### src/rtl/rx_pixel_loader.sv
// Loads one grayscale frame from a serial byte stream into image memory.
// The load starts after a sync byte, aborts on an inter-byte timeout, and holds the frame until the pipeline releases it.
module rx_pixel_loader #(
  parameter int unsigned IMG_W       = 160,
  parameter int unsigned IMG_H       = 120,
  parameter int unsigned ADDR_W      = 15,
  parameter logic [7:0]  SYNC_BYTE   = 8'hAA,
  parameter int unsigned TIMEOUT_CYC = 500000
) (
  input  logic              clock,
  input  logic              reset,
  input  logic              byte_valid,
  input  logic [7:0]        byte_in,
  input  logic              libera,
  output logic              we,
  output logic [ADDR_W-1:0] addr,
  output logic [7:0]        wdata,
  output logic              frame_ready,
  output logic              carregando,
  output logic              erro_timeout,
  output logic [1:0]        db_estado
);

  localparam int unsigned PIX_N   = IMG_W * IMG_H;
  localparam int unsigned TIMER_W = (TIMEOUT_CYC > 2) ? $clog2(TIMEOUT_CYC) : 1;
  localparam bit          ADDR_OK = ((64'd1 << ADDR_W) >= 64'(PIX_N));

  typedef enum logic [1:0] {
    IDLE  = 2'b00,
    LOAD  = 2'b01,
    READY = 2'b10
  } state_t;

  state_t              state_q, state_d;
  logic [ADDR_W-1:0]   count_q, count_d;
  logic [TIMER_W-1:0]  timer_q, timer_d;
  logic                we_q, we_d;
  logic [ADDR_W-1:0]   addr_q, addr_d;
  logic [7:0]          wdata_q, wdata_d;
  logic                frame_ready_q, frame_ready_d;
  logic                carregando_q, carregando_d;
  logic                err_q, err_d;
  logic [1:0]          db_estado_q, db_estado_d;

  // Next-state and registered-output logic
  always_comb begin
    state_d   = state_q;
    count_d   = count_q;
    timer_d   = timer_q;
    we_d      = 1'b0;
    addr_d    = addr_q;
    wdata_d   = wdata_q;
    err_d     = err_q;

    case (state_q)
      IDLE: begin
        if (byte_valid && (byte_in == SYNC_BYTE)) begin
          state_d = LOAD;
          count_d = '0;
          timer_d = '0;
          err_d   = 1'b0;
        end
      end
      LOAD: begin
        // An arriving byte takes priority over an expiring timer
        if (byte_valid) begin
          we_d    = 1'b1;
          addr_d  = count_q;
          wdata_d = byte_in;
          timer_d = '0;
          if (count_q == ADDR_W'(PIX_N - 1)) begin
            state_d = READY;
            count_d = '0;
          end else begin
            count_d = count_q + ADDR_W'(1);
          end
        end else if (timer_q == TIMER_W'(TIMEOUT_CYC - 1)) begin
          state_d = IDLE;
          err_d   = 1'b1;
          count_d = '0;
          timer_d = '0;
        end else begin
          timer_d = timer_q + TIMER_W'(1);
        end
      end
      READY: begin
        if (libera) begin
          state_d = IDLE;
        end
      end
      default: state_d = IDLE;
    endcase

    frame_ready_d = (state_d == READY);
    carregando_d  = (state_d == LOAD);
    db_estado_d   = state_d;
  end

  always_ff @(posedge clock or negedge reset) begin
    if (!reset) begin
      state_q       <= IDLE;
      count_q       <= '0;
      timer_q       <= '0;
      we_q          <= 1'b0;
      addr_q        <= '0;
      wdata_q       <= '0;
      frame_ready_q <= 1'b0;
      carregando_q  <= 1'b0;
      err_q         <= 1'b0;
      db_estado_q   <= 2'b00;
    end else begin
      state_q       <= state_d;
      count_q       <= count_d;
      timer_q       <= timer_d;
      we_q          <= we_d;
      addr_q        <= addr_d;
      wdata_q       <= wdata_d;
      frame_ready_q <= frame_ready_d;
      carregando_q  <= carregando_d;
      err_q         <= err_d;
      db_estado_q   <= db_estado_d;
    end
  end

  assign we           = we_q;
  assign addr         = addr_q;
  assign wdata        = wdata_q;
  assign frame_ready  = frame_ready_q;
  assign carregando   = carregando_q;
  assign erro_timeout = err_q;
  assign db_estado    = db_estado_q;

  // The address space must hold a whole frame
  addr_fits_frame: assert property (@(posedge clock) ADDR_OK);

endmodule

### config.mk
export PLATFORM = sky130hd
export DESIGN_NAME = rx_pixel_loader
export DESIGN_NICKNAME = d
export VERILOG_FILES = /design/src/rtl/rx_pixel_loader.sv
export SDC_FILE = /design/constraint.sdc
export NUM_CORES = 1
export LEC_CHECK = 0
export BUFFER_PORTS_ARGS = -buffer_cell sky130_fd_sc_hd__buf_2
export CORE_MARGIN = 5
export CORE_UTILIZATION = 55
export DETAILED_ROUTE_END_ITERATION = 8
export GPL_TIMING_DRIVEN = 0
export PLACE_DENSITY = 0.89
export SETUP_SLACK_MARGIN = 0.05
export SYNTH_ARGS = -nofsm -noshare
export SYNTH_HDL_FRONTEND = slang
export SYNTH_SLANG_ARGS = --single-unit
### constraint.sdc
create_clock -name clock -period 2.7 [get_ports clock]
set_clock_uncertainty 0.05 [all_clocks]
set_input_delay 0.54 -clock clock [delete_from_list [all_inputs] [get_ports clock]]
set_output_delay 0.54 -clock clock [all_outputs]
set_load 0.01 [all_outputs]
# Yosys cells after proc, flatten, opt, wreduce, memory -nomap -nowiden
# Index checks and enable logic that the tools add are counted.
# Widths: inputs -> output; s select.
op_classes:
  n_reduce_logical: 7
  n_eq_ne: 11
  addsub: 2
  muxes: 21
ops:
  columns: ["op", "n"]
  rows:
  - ["$mux 15", 4]
  - ["$mux 19", 3]
  - ["$pmux 19 s2", 1]
  - ["$pmux 15 s2", 1]
  - ["$add 19x1->19 const B", 1]
  - ["$eq 19x19->1 const B", 1]
  - ["$add 15x1->15 const B", 1]
  - ["$eq 15x15->1 const B", 1]
  - ["$mux 2", 5]
  - ["$eq 8x8->1 const B", 1]
  - ["$ne 2x2->1 const B", 3]
  - ["$pmux 2 s3", 1]
  - ["$mux 1", 5]
  - ["$eq 2x1->1 const B", 2]
  - ["$eq 2x2->1 const B", 2]
  - ["$reduce_and 2->1", 2]
  - ["$reduce_and 4->1", 1]
  - ["$ne 3x3->1 const B", 1]
  - ["$reduce_and 3->1", 1]
  - ["$logic_not 2->1", 1]
  - ["$pmux 1 s2", 1]
  - ["$reduce_bool 2->1", 1]
  - ["$logic_and 1x1->1", 1]
totals:
  out_inout_bits: 29
  input_bits: 12
  ff_bits: 63

# Longest topological paths before layout
logic_depth:
  word_depth: 5
  mapped_depth: 8
  ltp_nobuf: 6

# Least setup slack after synthesis
# Ideal clock, no wire load.
synth_path:
  path_type: "input to register"
  start: "input byte_valid"
  end: "register timer_q[17]"
  t_required_ps: 2577
  arrival_time_ps: 1686
  path_slack_ps: 891
  n_path_buf: 1
  cell_stages: 6
  path_cell_list: "buf_2 and4bb_1 a31o_2 nand3_2 or3_1 a21oi_2"
synth_via:
  elab_chain_len: 3
synth_rtl:
  columns: ["item", "line", "text"]
  rows:
  - ["from (decl)", "12", "input logic byte_valid,"]
  - ["$logic_and 1x1->1", "57", "if (byte_valid && (byte_in == SYNC_BYTE)) begin"]
  - ["$ne 2x2->1 (no source line)", null, null]
  - ["$reduce_and 2->1 (no source line)", null, null]
  - ["to (signal assigned)", "114", "timer_q <= timer_d;"]
  - ["to (decl)", "36", "logic [TIMER_W-1:0] timer_q, timer_d;"]
# Parallel ways exist; a longest one is shown, timed or not.
# A chain may end at the register's enable or synchronous reset.

# Worst setup path after layout
layout_path:
  start: "register timer_q[0]"
  end: "register count_q[12]"
layout_via:
  elab_chain_len: 3
layout_rtl:
  columns: ["item", "line", "text"]
  rows:
  - ["$eq 19x19->1", "77", "end else if (timer_q == TIMER_W'(TIMEOUT_CYC - 1)) begin"]
  - ["$ne 3x3->1 (no source line)", null, null]
  - ["$reduce_and 3->1 (no source line)", null, null]
  - ["to (signal assigned)", "113", "count_q <= count_d;"]
  - ["to (decl)", "35", "logic [ADDR_W-1:0] count_q, count_d;"]
# Every way passes these cells.

==> impl_results.md <==
- Status: complete, no violations
- Post-synth net total: 332
- Most frequent cells in the layout: nand2_1, dfrtp_1, buf_2
- Cell Rows: 27
- Maximum number of pins on one net before global-route repair: 64
- Max VDD drop: 0.554 mV
- Adder-Cell Fraction of Synth Area: 0.00824
- Total gr overflow: 0
- Root Buffer: clkbuf_8
- Cell Chain, Critical Path: ha_1 -> nand4_4 -> nor3_2 -> and2_1 -> o21ai_1 -> a221o_1
- Critical path depth: 6
- Critical path's top delay family: compound AO/OA/AOI/OAI gates
- Most common cell after layout, fill and taps aside: nand2_1
- Reg-to-reg slack, setup: 0.63 ns
- First-pass GRT wire length: 11.9 mm
- Max-Cap Viols: 0
- CTS sink count: 63
- Worst R2R Path Depth: 6
- Share of cells above drive strength 1: 0.206
- Slew HR: 0.484
- Die area: 0.00710 mm^2
- DRC violation count after routing: 0
- Die H: 84.3 um
- Critical path capture point type: register
- Post-CTS Setup Bufs: 0
- Mux cell area share after synthesis: 0
- Critical Path AT: 2.23 ns
- First-pass DRT Iterations: 6
- Crit path from: timer_q[0]
- PwrDens: 676 mW/mm^2
- Fin crit share: 0.766
- Final nets: 382
- Crit path max-delay cell type: dfrtp_1
- Core Region: 0.00544 mm^2
- Fillers: 437
- Reg-to-Reg End: count_q[12]
- Worst-skew pair later-pin latency: 0.33 ns
- DP Cell Count: 429
- IO Pins: 41
- Post-DP HPWL: 4.75 mm
- Worst path bufs/invs: 0
- Number of global-route vias before repair: 2538
- Htree depth: 3
- Hold crit path type: input port to asynchronous set/reset pin
- Syn Inst Count: 318
- Via count: 2530
- Async S/R FF share, synth: 1.00
- Post-synth EDFFs: 0
- Yosys reg bits: 63
- Crit path required time: 2.87 ns
- Mean Syn Cell Area: 9.55 um^2
- CTS buffer count: 9
- Critical path type: register to register
- Area Growth Syn to Fin: 15.3%
- CTS Buffer Depth: 2
- TritonCTS clock tree: built
- Post-Route WL: 6.79 mm
- Compound-cell area share of the yosys netlist: 0.127
- Post-synthesis sequential area ratio: 0.519
- Drt via density: 5.69
- Synthesis Warnings: 0
- # setup viols final: 0
- Slew Limit Fails: 0
- Xor and xnor area share after synthesis: 0.0317
- # hold bufs at CTS: 0
- # diodes: 0
- Fmax: 484 MHz
- Most used DFF post-synth: dfrtp_1
- RSZ-0062 raised after global routing: no
- Post-CTS Resized: 0
- Setup_tns: 0 ns
- Initial DRC Count: 237
- Antenna Violating Nets Remaining: 0
- Clock-pin transition on the worst setup and hold timing paths: 0.07 ns
- Final GP Congestion: 0.888
- Cell variety after synth: 49
- Worst Path Max Fanout: 6
- Leakage: 1.82 nW
- CP Launch Type: register
- Final Non-Filler Cells: 445
- Initial antenna violation count: 0
- I/O Buffers: 39
- Tmin final: 2.07 ns
- Worst r2r src: timer_q[0]
- Crit path to: count_q[12]
- Total global-route track usage: 0.209
- Combinational family with the most area after synthesis: simple AND/OR/NAND/NOR gates
- Largest stage delay, worst path: 0.42 ns
- Mapped cell area: 0.00304 mm^2
- Drt wl/cell: 15.3 um
- Initial Util: 0.558
- Final hold viol count: 0
- Chip Width: 84.3 um
- Worst-Margin Slew: 0.774 ns
- Synth Area in Simple Gates: 0.288
-- metrics by stage --
stage | area (um^2) | total power [mW] | hold WS, ns | worst slack (ns) | utilization
6_report | 3500 | 2.37 | 0.234 | 0.633 | 0.643
4_1_cts | 3500 | 2.39 | 0.329 | 0.630 | 0.643
5_1_grt | 3500 | 2.51 | 0.296 | 0.500 | 0.643
2_1_floorplan | 3040 | 1.47 | 0.194 | 0.891 | -
3_5_place_dp | 3320 | 1.67 | 0.407 | 0.637 | 0.611
3_3_place_gp | 3320 | 1.64 | 0.405 | 0.634 | 0.611
-- layout make-up --
class,count,area [um^2],area share
Buffer,11,57.6,0.0165
Clock buffer,11,141,0.0404
Clock inverter,5,33.8,0.00966
Inverter,6,22.5,0.00644
Multi-Input combinational cell,238,1380,0.394
Sequential cell,63,1580,0.451
Tap cell,72,90.1,0.0258
Timing Repair Buffer,39,198,0.0565
-- power by group --
group,internal (mW),switching (mW),leakage (nW),total [mW]
registers,1.08,0.106,0.857,1.18
clock network,0.356,0.361,0.0853,0.717
logic,0.177,0.288,0.874,0.465
-- metal layers --
| metal | global-route usage | part of all wire | wire length [um] |
|---|---|---|---|
| met1 | 0.285 | 0.46 | 3110 |
| met2 | 0.320 | 0.46 | 3110 |
| met5 | 0 | 0 | 0 |
| met4 | 0.0819 | 0.015 | 103 |
| met3 | 0.0550 | 0.069 | 467 |
-- worst min-delay path by stage --
| stage | start | end | slack, ns | depth (start not counted) |
|---|---|---|---|---|
| after detailed placement | addr[5] | addr[5] | 0.41 | 2 |
| final | reset | addr[12] | 0.23 | 1 |
| after global placement | wdata[5] | wdata[5] | 0.40 | 2 |
| after floorplan | reset | addr[0] | 0.19 | 0 |
| after CTS | libera | db_estado[1] | 0.33 | 2 |
| after global routing | reset | addr[2] | 0.30 | 1 |
-- cells in the mapped netlist, types with 2 or more instances --
cell type,instances,area (um^2)
nor2_1,22,82.6
a221o_1,3,30.0
inv_1,5,18.8
and3_1,8,50.1
nand3_2,2,20.0
buf_4,2,15.0
ha_1,2,25.0
and2_1,4,25.0
nand4bb_1,3,33.8
nor3_1,3,15.0
o21ai_0,8,40.0
a41oi_1,2,17.5
nand4_1,7,43.8
nor4_4,2,42.5
clkbuf_1,2,7.51
a31oi_1,15,93.8
xor2_1,10,87.6
a21oi_1,11,55.1
o21ai_1,4,20.0
nand3_1,16,80.1
or3_1,2,12.5
buf_2,7,35.0
nand2b_1,4,25.0
nor3_4,2,32.5
nand2_1,83,312
a22o_1,4,35.0
dfrtp_1,63,1580
-- sequential cells by signal, summed over array words and instances (netlist names) --
register and count:
we 1, frame_ready 1, count_q 15, timer_q 19, wdata 8, db_estado 2
erro_timeout 1, carregando 1, addr 15
-- cell families (layout without fill, tap and decap cells) --
logic type / Yosys count / count (layout)
simple gates: 168 / 168
flops: 63 / 63
compound gates: 57 / 57
buf+inv: 17 / 72
xor+xnor: 11 / 11
fa+ha+maj: 2 / 2
Power figures use the tool's default switching activity.
